`src/rtl/lsu_pkg.sv`:
```
// Shared definitions for the load/store memory interface: funct3 encodings,
// transaction state and the natural-alignment check.
package lsu_pkg;

   localparam logic [2:0] LB  = 3'b000;
   localparam logic [2:0] LH  = 3'b001;
   localparam logic [2:0] LW  = 3'b010;
   localparam logic [2:0] LD  = 3'b011;
   localparam logic [2:0] LBU = 3'b100;
   localparam logic [2:0] LHU = 3'b101;
   localparam logic [2:0] LWU = 3'b110;

   typedef enum logic [1:0] {IDLE, REQ, RESP, DONE} lsu_state_e;

   // Stores have no unsigned forms, and 111 is not a valid width, so both are
   // reported as misaligned so that no bus cycle is issued.
   function automatic logic is_aligned(input logic [2:0] f3, input logic we,
                                       input logic [2:0] off, input logic xlen64);
      logic ok;
      case (f3[1:0])
         2'b00:   ok = 1'b1;
         2'b01:   ok = ~off[0];
         2'b10:   ok = (off[1:0] == 2'b00);
         default: ok = xlen64 && (off == 3'b000);
      endcase
      if (we && f3[2]) ok = 1'b0;
      if (f3 == 3'b111) ok = 1'b0;
      return ok;
   endfunction

endpackage

```
`src/rtl/store_align.sv`:
```
// Byte-strobe generation and store-data lane placement for one access.
module store_align #(
   parameter int XLEN  = 32,
   parameter int BE_W  = XLEN / 8,
   parameter int OFF_W = $clog2(BE_W)
) (
   input  logic [2:0]       funct3_i,
   input  logic [OFF_W-1:0] off_i,
   input  logic [XLEN-1:0]  wdata_i,
   output logic [BE_W-1:0]  be_o,
   output logic [XLEN-1:0]  wdata_o
);
   import lsu_pkg::*;

   always_comb begin
      be_o = '1;
      case (funct3_i)
         LB, LBU: be_o = BE_W'(1)  << off_i;
         LH, LHU: be_o = BE_W'(3)  << off_i;
         LW, LWU: be_o = BE_W'(15) << off_i;
         default: be_o = '1;
      endcase
   end

   assign wdata_o = wdata_i << {off_i, 3'b000};

endmodule

```
`src/rtl/lsu_mem_if.sv`:
```
// MEM-stage load/store port: checks alignment, runs one req/gnt/rvalid bus
// transaction at a time and hands the raw load word to the extension stage.
module lsu_mem_if
   import lsu_pkg::*;
#(
   parameter int XLEN   = 32,
   parameter int ADDR_W = 32
) (
   input  logic                       clk,
   input  logic                       rst_n,
   input  logic                       mem_valid_i,
   input  logic                       mem_we_i,
   input  logic [2:0]                 funct3_i,
   input  logic [ADDR_W-1:0]          addr_i,
   input  logic [XLEN-1:0]            wdata_i,
   input  logic                       flush_i,
   output logic                       stall_o,
   output logic                       misaligned_o,
   output logic                       bus_req_o,
   output logic                       bus_we_o,
   output logic [ADDR_W-1:0]          bus_addr_o,
   output logic [XLEN/8-1:0]          bus_be_o,
   output logic [XLEN-1:0]            bus_wdata_o,
   input  logic                       bus_gnt_i,
   input  logic                       bus_rvalid_i,
   input  logic [XLEN-1:0]            bus_rdata_i,
   input  logic                       bus_err_i,
   output logic [XLEN-1:0]            rd_data_o,
   output logic [$clog2(XLEN/8)-1:0]  byte_addr_o,
   output logic [2:0]                 funct3_o,
   output logic                       load_valid_o,
   output logic                       bus_fault_o
);
   localparam int BE_W  = XLEN / 8;
   localparam int OFF_W = $clog2(BE_W);

   lsu_state_e        state_q, state_d;
   logic              req_q, req_d;
   logic              we_q, we_d;
   logic [ADDR_W-1:0] addr_q, addr_d;
   logic [BE_W-1:0]   be_q, be_d;
   logic [XLEN-1:0]   wdata_q, wdata_d;
   logic [XLEN-1:0]   rdata_q, rdata_d;
   logic [OFF_W-1:0]  off_q, off_d;
   logic [2:0]        f3_q, f3_d;
   logic              err_q, err_d;
   logic              drop_q, drop_d;

   logic [BE_W-1:0]   sa_be;
   logic [XLEN-1:0]   sa_wdata;
   logic              aligned;

   store_align #(.XLEN(XLEN)) u_store_align (
      .funct3_i (funct3_i),
      .off_i    (addr_i[OFF_W-1:0]),
      .wdata_i  (wdata_i),
      .be_o     (sa_be),
      .wdata_o  (sa_wdata)
   );

   assign aligned = is_aligned(funct3_i, mem_we_i, addr_i[2:0], XLEN == 64);

   always_comb begin
      state_d      = state_q;
      req_d        = req_q;
      we_d         = we_q;
      addr_d       = addr_q;
      be_d         = be_q;
      wdata_d      = wdata_q;
      rdata_d      = rdata_q;
      off_d        = off_q;
      f3_d         = f3_q;
      err_d        = err_q;
      drop_d       = drop_q;
      stall_o      = 1'b0;
      misaligned_o = 1'b0;
      case (state_q)
         IDLE: begin
            if (mem_valid_i && !flush_i) begin
               if (aligned) begin
                  stall_o = 1'b1;
                  req_d   = 1'b1;
                  we_d    = mem_we_i;
                  addr_d  = {addr_i[ADDR_W-1:OFF_W], {OFF_W{1'b0}}};
                  be_d    = sa_be;
                  wdata_d = sa_wdata;
                  off_d   = addr_i[OFF_W-1:0];
                  f3_d    = funct3_i;
                  err_d   = 1'b0;
                  drop_d  = 1'b0;
                  state_d = REQ;
               end else begin
                  misaligned_o = 1'b1;
               end
            end
         end
         REQ: begin
            stall_o = 1'b1;
            // Once granted the bus owns the access, so a same-cycle flush can
            // only suppress the load result, not the transaction itself.
            if (bus_gnt_i) begin
               req_d = 1'b0;
               if (we_q) begin
                  err_d   = bus_err_i;
                  state_d = DONE;
               end else begin
                  drop_d  = flush_i;
                  state_d = RESP;
               end
            end else if (flush_i) begin
               req_d   = 1'b0;
               state_d = IDLE;
            end
         end
         RESP: begin
            stall_o = 1'b1;
            if (flush_i) drop_d = 1'b1;
            if (bus_rvalid_i) begin
               rdata_d = bus_rdata_i;
               err_d   = bus_err_i;
               state_d = DONE;
            end
         end
         default: state_d = IDLE;
      endcase
   end

   always_ff @(posedge clk) begin
      if (!rst_n) begin
         state_q <= IDLE;
         req_q   <= 1'b0;
         we_q    <= 1'b0;
         addr_q  <= '0;
         be_q    <= '0;
         wdata_q <= '0;
         rdata_q <= '0;
         off_q   <= '0;
         f3_q    <= '0;
         err_q   <= 1'b0;
         drop_q  <= 1'b0;
      end else begin
         state_q <= state_d;
         req_q   <= req_d;
         we_q    <= we_d;
         addr_q  <= addr_d;
         be_q    <= be_d;
         wdata_q <= wdata_d;
         rdata_q <= rdata_d;
         off_q   <= off_d;
         f3_q    <= f3_d;
         err_q   <= err_d;
         drop_q  <= drop_d;
      end
   end

   assign bus_req_o    = req_q;
   assign bus_we_o     = we_q;
   assign bus_addr_o   = addr_q;
   assign bus_be_o     = be_q;
   assign bus_wdata_o  = wdata_q;
   assign rd_data_o    = rdata_q;
   assign byte_addr_o  = off_q;
   assign funct3_o     = f3_q;
   assign load_valid_o = (state_q == DONE) && !we_q && !drop_q;
   assign bus_fault_o  = (state_q == DONE) && err_q;

endmodule

```
`config.mk`:
```
export PLATFORM = sky130hd
export DESIGN_NAME = lsu_mem_if
export DESIGN_NICKNAME = d
export VERILOG_FILES = /design/src/rtl/lsu_pkg.sv /design/src/rtl/store_align.sv /design/src/rtl/lsu_mem_if.sv
export SDC_FILE = /design/constraint.sdc
export NUM_CORES = 1
export LEC_CHECK = 0
export CAP_MARGIN = 0
export CORE_UTILIZATION = 25
export DETAILED_ROUTE_END_ITERATION = 6
export PLACE_DENSITY_LB_ADDON = 0.15
export SKIP_CTS_REPAIR_TIMING = 1
export SLEW_MARGIN = 10
export SYNTH_ARGS = -nofsm -noshare
export SYNTH_HDL_FRONTEND = slang
export SYNTH_HIERARCHICAL = 1
export SYNTH_SLANG_ARGS = --single-unit
```
`constraint.sdc`:
```
create_clock -name clk -period 1.5 [get_ports clk]
set_clock_uncertainty 0.1 [all_clocks]
set_input_delay 0.375 -clock clk [delete_from_list [all_inputs] [get_ports clk]]
set_output_delay 0.375 -clock clk [all_outputs]
set_load 0.005 [all_outputs]
```
==> impl_summary.md, run 1 <==
Drt
The count of TritonRoute iterations in the first routing pass is 4. The wire length per cell after detailed routing is 16.7 um. The per-cell via count in the routed design is 4.45. The number of routed nets with antenna violations is 0. The final layout contains routed wiring with a total length of 18.7 mm. After the first detailed-routing iteration, the DRC count stood at 194.

After detailed routing, the number of remaining DRC violations is 0. Detailed routing inserted a total of 4978 vias.

Yosys
The cell count after synthesis came out at 591. Sequential cells were found to cover 44.2% of the synthesized design area. The count of unique library cells instantiated by Yosys is 39.

Of all cell types, the one taking the most synthesized area is dfxtp_1. By area the synthesized netlist is led by dfxtp_1 (44%), nand2_1 (16%), a21boi_1 (16%), mux2i_1 (7.1%), buf_4 (1.7%). After synthesis, the largest area contributor takes up 44.2% of total cell area. The Yosys step of the flow raised 6 warnings. The post-synthesis register bit count is 109.

In this run the mean area of a mapped cell was 8.36 um2. Summing every instance area after synthesis gives 4940 um2.

Status
The final reports fail on negative setup slack. The run finished, with violations left.

Pwr
The fraction of power consumed by sequential logic is 40.3%. The net load switching power is 1960 uW. The internal power summed over all cells is 5630 uW. Per report_power, the clock group accounts for 35.7% of the total. The power density relative to cell area is 839 nW/um2. Per report_power, the combinational group accounts for 24.1% of the total.

The worst-case IR drop observed on VDD is 0.466 mV. The switching power share of the total is 25.9%. The analysis attributes to cell leakage a power of 0.00525 uW. The overall power of the completed layout is 7590 uW.

Timing
The post-route fraction of the period consumed by the critical path is 121%. The final period demand of the worst path is 1.82 ns. The setup slack after layout is -0.319 ns. The highest clock rate is 550 MHz. The number of failing hold endpoints at the final stage is 0. Setup violations remaining at the end of the flow were counted as 102. Setup repair after global routing could not meet its margin everywhere. The count of final max-slew check failures is 0.

Setup path
The setup path with the least slack is of type flop to output port. The highest fanout seen on the critical path is 3. The worst setup path is captured at an output port.

STA classifies the critical path startpoint as a flop. Data on the critical path arrives at its endpoint at 1.34 ns. Data on the critical path is required at its endpoint by 1.02 ns.

Global routing
The first global-routing pass estimated 24.3 mm of wire. Entering global routing, the biggest net connects 57 pins. The leftover overflow at the end of global routing is 0. The global routing usage summed across all routing layers is 15.2%. The number of antenna violations at the first check in global routing is 0.

The via count of the first global-routing pass is 4758.

Floorplanning
Row generation in the floorplan step produced 51 rows. The die covers 20300 um2. The vertical die dimension is 143 um. The core area is 19400 um2.

The effective utilization at floorplan is 25.5%. In this run the horizontal extent of the chip is 143 um. Pin placement for this block handled 218 I/O pins.

Clock tree
The buffer cell driving the clock tree root is clkbuf_16. The total number of H-tree levels is 3. The number of clock sinks seen by CTS is 109. Counting the buffers created by CTS gives 9.

The maximum root-to-sink buffer count is 2. TritonCTS built the clock tree. The source-to-sink clock delay at the later pin of the worst-skew pair is 0.34 ns. The register clock-pin slew on the reported worst setup and hold paths is 0.07 ns.

Place
The total of buffers placed on input and output ports is 215. Summing all placed instances gives a cell area of 7610 um2. The weighted congestion at the end of routability-driven global placement is 0.772. Detailed placement ended at an HPWL of 11.4 mm.

Job
Max-cap violations in this run came to 0.

Final layout
The area taken by multi-input logic gates is 2740 um2. The net count of the finished layout is 962. The finished cells cover 9050 um2. The fraction of layout cells with a size suffix above 1 is 20.8%.

The number of filler cells placed in the layout is 1871. Leaving out fill and tap cells, the most frequent cell in the layout is nand2_1. In the layout the commonest cells are nand2_1 (200), dlymetal6s2s_1 (111), clkdlybuf4s50_1 (97), a21boi_1 (92), dfxtp_1 (79). The combined flip-flop and latch cell area is 2220 um2. The area growth from synthesis to layout is 83.3%.

The number of antenna diodes in the final layout is 0.

Hold path
The type of the most critical hold path is input port to flop.
[cell usage after synthesis (all sizes together)]
cell	count
and2b	1
buf	25
inv	5
and2	10
or3	1
o2111a	2
conb	1
mux2i	35
nand2	216
clkbuf	19
nor2b	4
dfxtp	109
o2111ai	1
a221oi	1
o2bb2ai	8
a2111oi	1
a21oi	4
a211o	3
o211ai	1
o21bai	2
nand3	2
nand3b	1
a211oi	1
a21boi	104
and3b	1
ha	6
and3	1
a21o	2
nor3b	1
nor3	3
o21ai	4
nor2	15
or2	1
[metrics by stage]
step	hold WS (ns)	setup WS [ns]	utilization, %	TNS, ns	cells
5_1_grt	0.229	-0.405	46.7	-23.45	1119
6_report	0.233	-0.319	46.7	-16.08	1119
2_1_floorplan	0.330	-0.0652	-	-2.16	592
3_3_place_gp	0.340	-0.914	39.2	-59.69	1071
4_1_cts	0.273	-0.924	41.0	-53.84	1087
3_5_place_dp	0.346	-0.910	39.2	-63.87	1071
[cell families after synthesis]
family	share of synthesized area, %
AOI/OAI and AO/OA	20.9
buffers and inverters	5.14
adders and majority gates	1.52
DFF	44.2
other	0.0759
muxes	7.09
and+or+nand+nor	21.1
[power by group through the flow]
stage / Clock [uW] / Combinational [uW] / Sequential, uW
final: 2710 / 1830 / 3060
after global placement: 0 / 1440 / 3100
after CTS: 2810 / 1450 / 3040
after global routing: 2930 / 1970 / 3070
after detailed placement: 0 / 1440 / 3110
after floorplan: 0 / 650 / 3110
[routing by layer]
layer | routed length (um) | global-route usage (%)
met5 | 0 | 0
met4 | 142 | 5.66
met3 | 999 | 3.23
met2 | 8950 | 26.1
met1 | 8610 | 18.6
[final timing paths]
kind              slack [ns]          start              to  depth (start not counted)
setup reg to reg       -0.25     state_q[0]  bus_addr_o[19]                          9
setup / recovery       -0.32     state_q[1]         stall_o                          6
hold reg to reg         0.35  bus_addr_o[7]   bus_addr_o[7]                          2
hold / removal          0.23       mem_we_i        bus_we_o                          3
[area by class of cell]
| class | count | share of cell area (%) |
|---|---|---|
| clock buffer | 11 | 2.79 |
| sequential | 109 | 24.6 |
| inverter | 5 | 0.263 |
| clock inverter | 5 | 0.981 |
| multi-input combinational | 434 | 30.2 |
| timing repair buffer | 290 | 37.5 |
| tap | 265 | 3.66 |
[flip-flops by register name, summed over array words and instances (netlist names)]
| name | cells |
|---|---|
| funct3_o | 3 |
| bus_be_o | 4 |
| err_q | 1 |
| bus_we_o | 1 |
| bus_addr_o | 30 |
| bus_req_o | 1 |
| bus_wdata_o | 32 |
| drop_q | 1 |
| byte_addr_o | 2 |
| rd_data_o | 32 |
| state_q | 2 |
[worst max-delay path, cell delays in order (launching register included)]
cell	delay, ns
dfxtp_4	0.36
inv_4	0.06
ha_4	0.13
o2111a_2	0.19
nor2_1	0.05
nor2_1	0.09
buf_2	0.11
Power figures use the tool's default switching activity.
==> inputs of run 2 (changes only) <==
CORE_MARGIN = 10   (was unset)
RECOVER_POWER = 50   (was unset)
==> run 2 against run 1 <==
  * Cell area shrank 3.2%
  * Fmax shrank 1.1%
  * Wire length grew 7.4%
  * Critical endpoint unchanged
  * Register-to-register slack gained 0.02 ns
  * Largest power group unchanged
  * Clock power shrank 13%
  * Via count shrank 0.42%
  * The run still ends with negative setup slack left
  * Core utilization shrank 1.6 points
  * Critical path type unchanged
  * First-iteration DRC count shrank 16%
  * Total power shrank 5.3%
==> impl_summary.md, run 2 (synthesis gave the netlist of run 1 again) <==
Pwr
Net switching is 27.6% of the power. Power spread over the standard cell area amounts to 820 nW/um2. Of the total power, the clock network draws 32.8%.

Combinational cells account for 24.9% of the total power. IR analysis of the VDD net gives a maximum drop of 0.516 mV. The overall power of the completed layout is 7190 uW. The internal power summed over all cells is 5200 uW. Summed over all nets, the switching power comes to 1990 uW. Of the total power, registers draw 42.3%. The leakage power total is 0.00512 uW.

Final layout
After the last flow step, the layout net total stands at 954. The fraction of the core area covered by cells at the end of the flow is 45.0%. Fill cells in the final layout number 1906. The area growth from synthesis to layout is 77.5%. The antenna diode count is 0.

The fraction of layout cells with a size suffix above 1 is 15.8%. The library cell used most frequently in the layout, excluding fill and tap cells, is nand2_1. In the layout the commonest cells are nand2_1 (204), dlymetal6s2s_1 (105), dfxtp_1 (104), a21boi_1 (99), clkdlybuf4s50_1 (97).

Clock tree
The clock passes through at most 2 buffers. TritonCTS built the clock tree. The clock tree synthesis step divided the H-tree into 3 levels.

The number of clock sinks seen by CTS is 109. Clock-pin slew was measured on the worst setup and hold paths at 0.08 ns. The tree is rooted in a clkbuf_16. Buffers inserted during clock tree synthesis total 9. The later pin in the worst-skew pair is clocked with a latency of 0.35 ns.

Setup path
The largest individual stage delay along the critical path comes from the cell dfxtp_2. Data arrives at the worst endpoint at 1.36 ns. The worst setup path is launched from a flop. The slack of the worst reg-to-reg path is -0.23 ns.

The maximum cell stage delay along the critical path is 0.34 ns. The critical path required time is 1.02 ns. Counting stages on the worst path, the most repeated cell is nor2_1. Along the worst path, the maximum fanout reaches 3.

The signal on the critical path passes through inv_2, ha_4, o2111a_2, nor2_1, nor2_1, buf_2. The worst setup path is captured at an output port. The type of the setup path with the least slack is flop to output port.

Drt
Dividing the detail-routed wire length by the instance count gives 18.1 um. The number of vias in the routed layout is 4957. After detailed routing, the number of vias per cell comes to 4.46.

The number of routed nets with antenna violations is 0. The total wire length is 20.1 mm. The violation count after the first detailed-routing iteration is 163. The pre-antenna-repair detailed-routing pass consisted of 5 iterations. In the routed design, unresolved DRC markers number 0.

Hold path
The type of the most critical hold path is input port to flop.

Timing
The final setup violation count is 107. The final period demand of the worst path is 1.84 ns. Once routing completed, OpenROAD measured the worst setup slack at -0.338 ns. Based on the critical path, the design can be clocked at up to 544 MHz.

Dividing the final minimum period by the clock period gives 123%. The number of failing hold endpoints at the final stage is 0. The slew at the pin with the worst max-slew slack is 0.518 ns. Setup repair after global routing could not meet its margin everywhere. Headroom to the max-slew limit came out at 65.3%. The count of final max-slew check failures is 0.

Global routing
The first global-routing pass estimated 27.7 mm of wire. The via count of the first global-routing pass is 4949. The number of antenna violations at the first check in global routing was 0.

In the global route stage, overall resource usage came out at 13.2%. Entering global routing, the biggest net connects 62 pins. The leftover overflow at the end of global routing is 0.

Floorplanning
Measured along the y axis, the die boundary spans 161 um. The floorplan step set the die width to 161 um. Row generation in the floorplan step produced 51 rows. The total area inside the core boundary comes to 19500 um2. The number of top-level design ports is 218.

The die covers 25800 um2. The effective utilization at floorplan is 25.4%.

Place
The total of buffers placed on input and output ports is 215. At the end of routability-driven placement, the weighted congestion stood at 0.791. The HPWL after detailed placement is 13.4 mm. Timing analysis after detailed placement gives a worst setup slack of -0.912 ns.

Status
The flow ran to the end, but the final reports show violations. The checks that failed: negative setup slack.

Job
The reported max-cap violation count is 0.
-- run 2: changes by cell type in the layout (fill, tap and decap cells not counted), moves of 6 or more --
cell,previous run,this run
dfxtp_2,28,5
dlymetal6s4s_1,0,7
a21boi_1,92,99
dfxtp_1,79,104
a21boi_2,12,5
dlymetal6s2s_1,111,105
-- run 2: layout make-up --
class / instances / area (um2) / share of cell area [%]
Multi-Input combinational cell: 434 / 2710 / 30.9
Sequential cell: 109 / 2190 / 25.0
Clock inverter: 6 / 45.0 / 0.514
Inverter: 5 / 18.8 / 0.214
Clock buffer: 10 / 239 / 2.73
Timing Repair Buffer: 282 / 3230 / 36.9
Tap cell: 265 / 332 / 3.78
-- run 2: through the flow --
step	std cells	area, um2	setup TNS (ns)	hold WS [ns]
after floorplan	592	4970	-2.16	0.330
after global placement	1073	7610	-56.18	0.340
after detailed placement	1073	7610	-60.27	0.345
after CTS	1089	7900	-52.32	0.288
after global routing	1111	8770	-23.99	0.294
final	1111	8770	-15.77	0.292
-- run 2: worst paths after layout --
kind,from,to,depth (start not counted)
max,state_q[1],stall_o,6
min,rst_n,state_q[1],2
max reg2reg,state_q[1],bus_addr_o[29],9
min reg2reg,rd_data_o[11],rd_data_o[11],2
-- run 2: per-layer routing --
metal | vias to the layer above | wire, um | track usage [%]
met5 | - | 0 | 0
met4 | 0 | 211 | 3.59
met3 | 17 | 1090 | 4.32
met2 | 134 | 9650 | 22.4
met1 | 2345 | 9120 | 15.6
li1 | 2461 | - | -
-- run 2: power by group through the flow --
stage                     Sequential, uW  Clock (uW)  Combinational (uW)
after global routing                3050        2560                1930
final                               3040        2360                1790
after global placement              3100           0                1440
after floorplan                     3110           0                 650
after CTS                           3040        2450                1450
after detailed placement            3110           0                1450
-- run 2: critical path: cells and delay by family, from the launching register on --
kind	cells	cell delay, ns
AO/OA/AOI/OAI	1	0.20
adder cells (fa/ha/maj)	1	0.14
buffers and inverters	2	0.19
flip-flops	1	0.34
AND/OR/NAND/NOR	2	0.13
==> inputs of run 3 (changes only) <==
CTS_CLUSTER_SIZE = 40   (was unset)
==> results of run 3 <==
No change in the layout: final DEF, timing and power equal those of run 2.
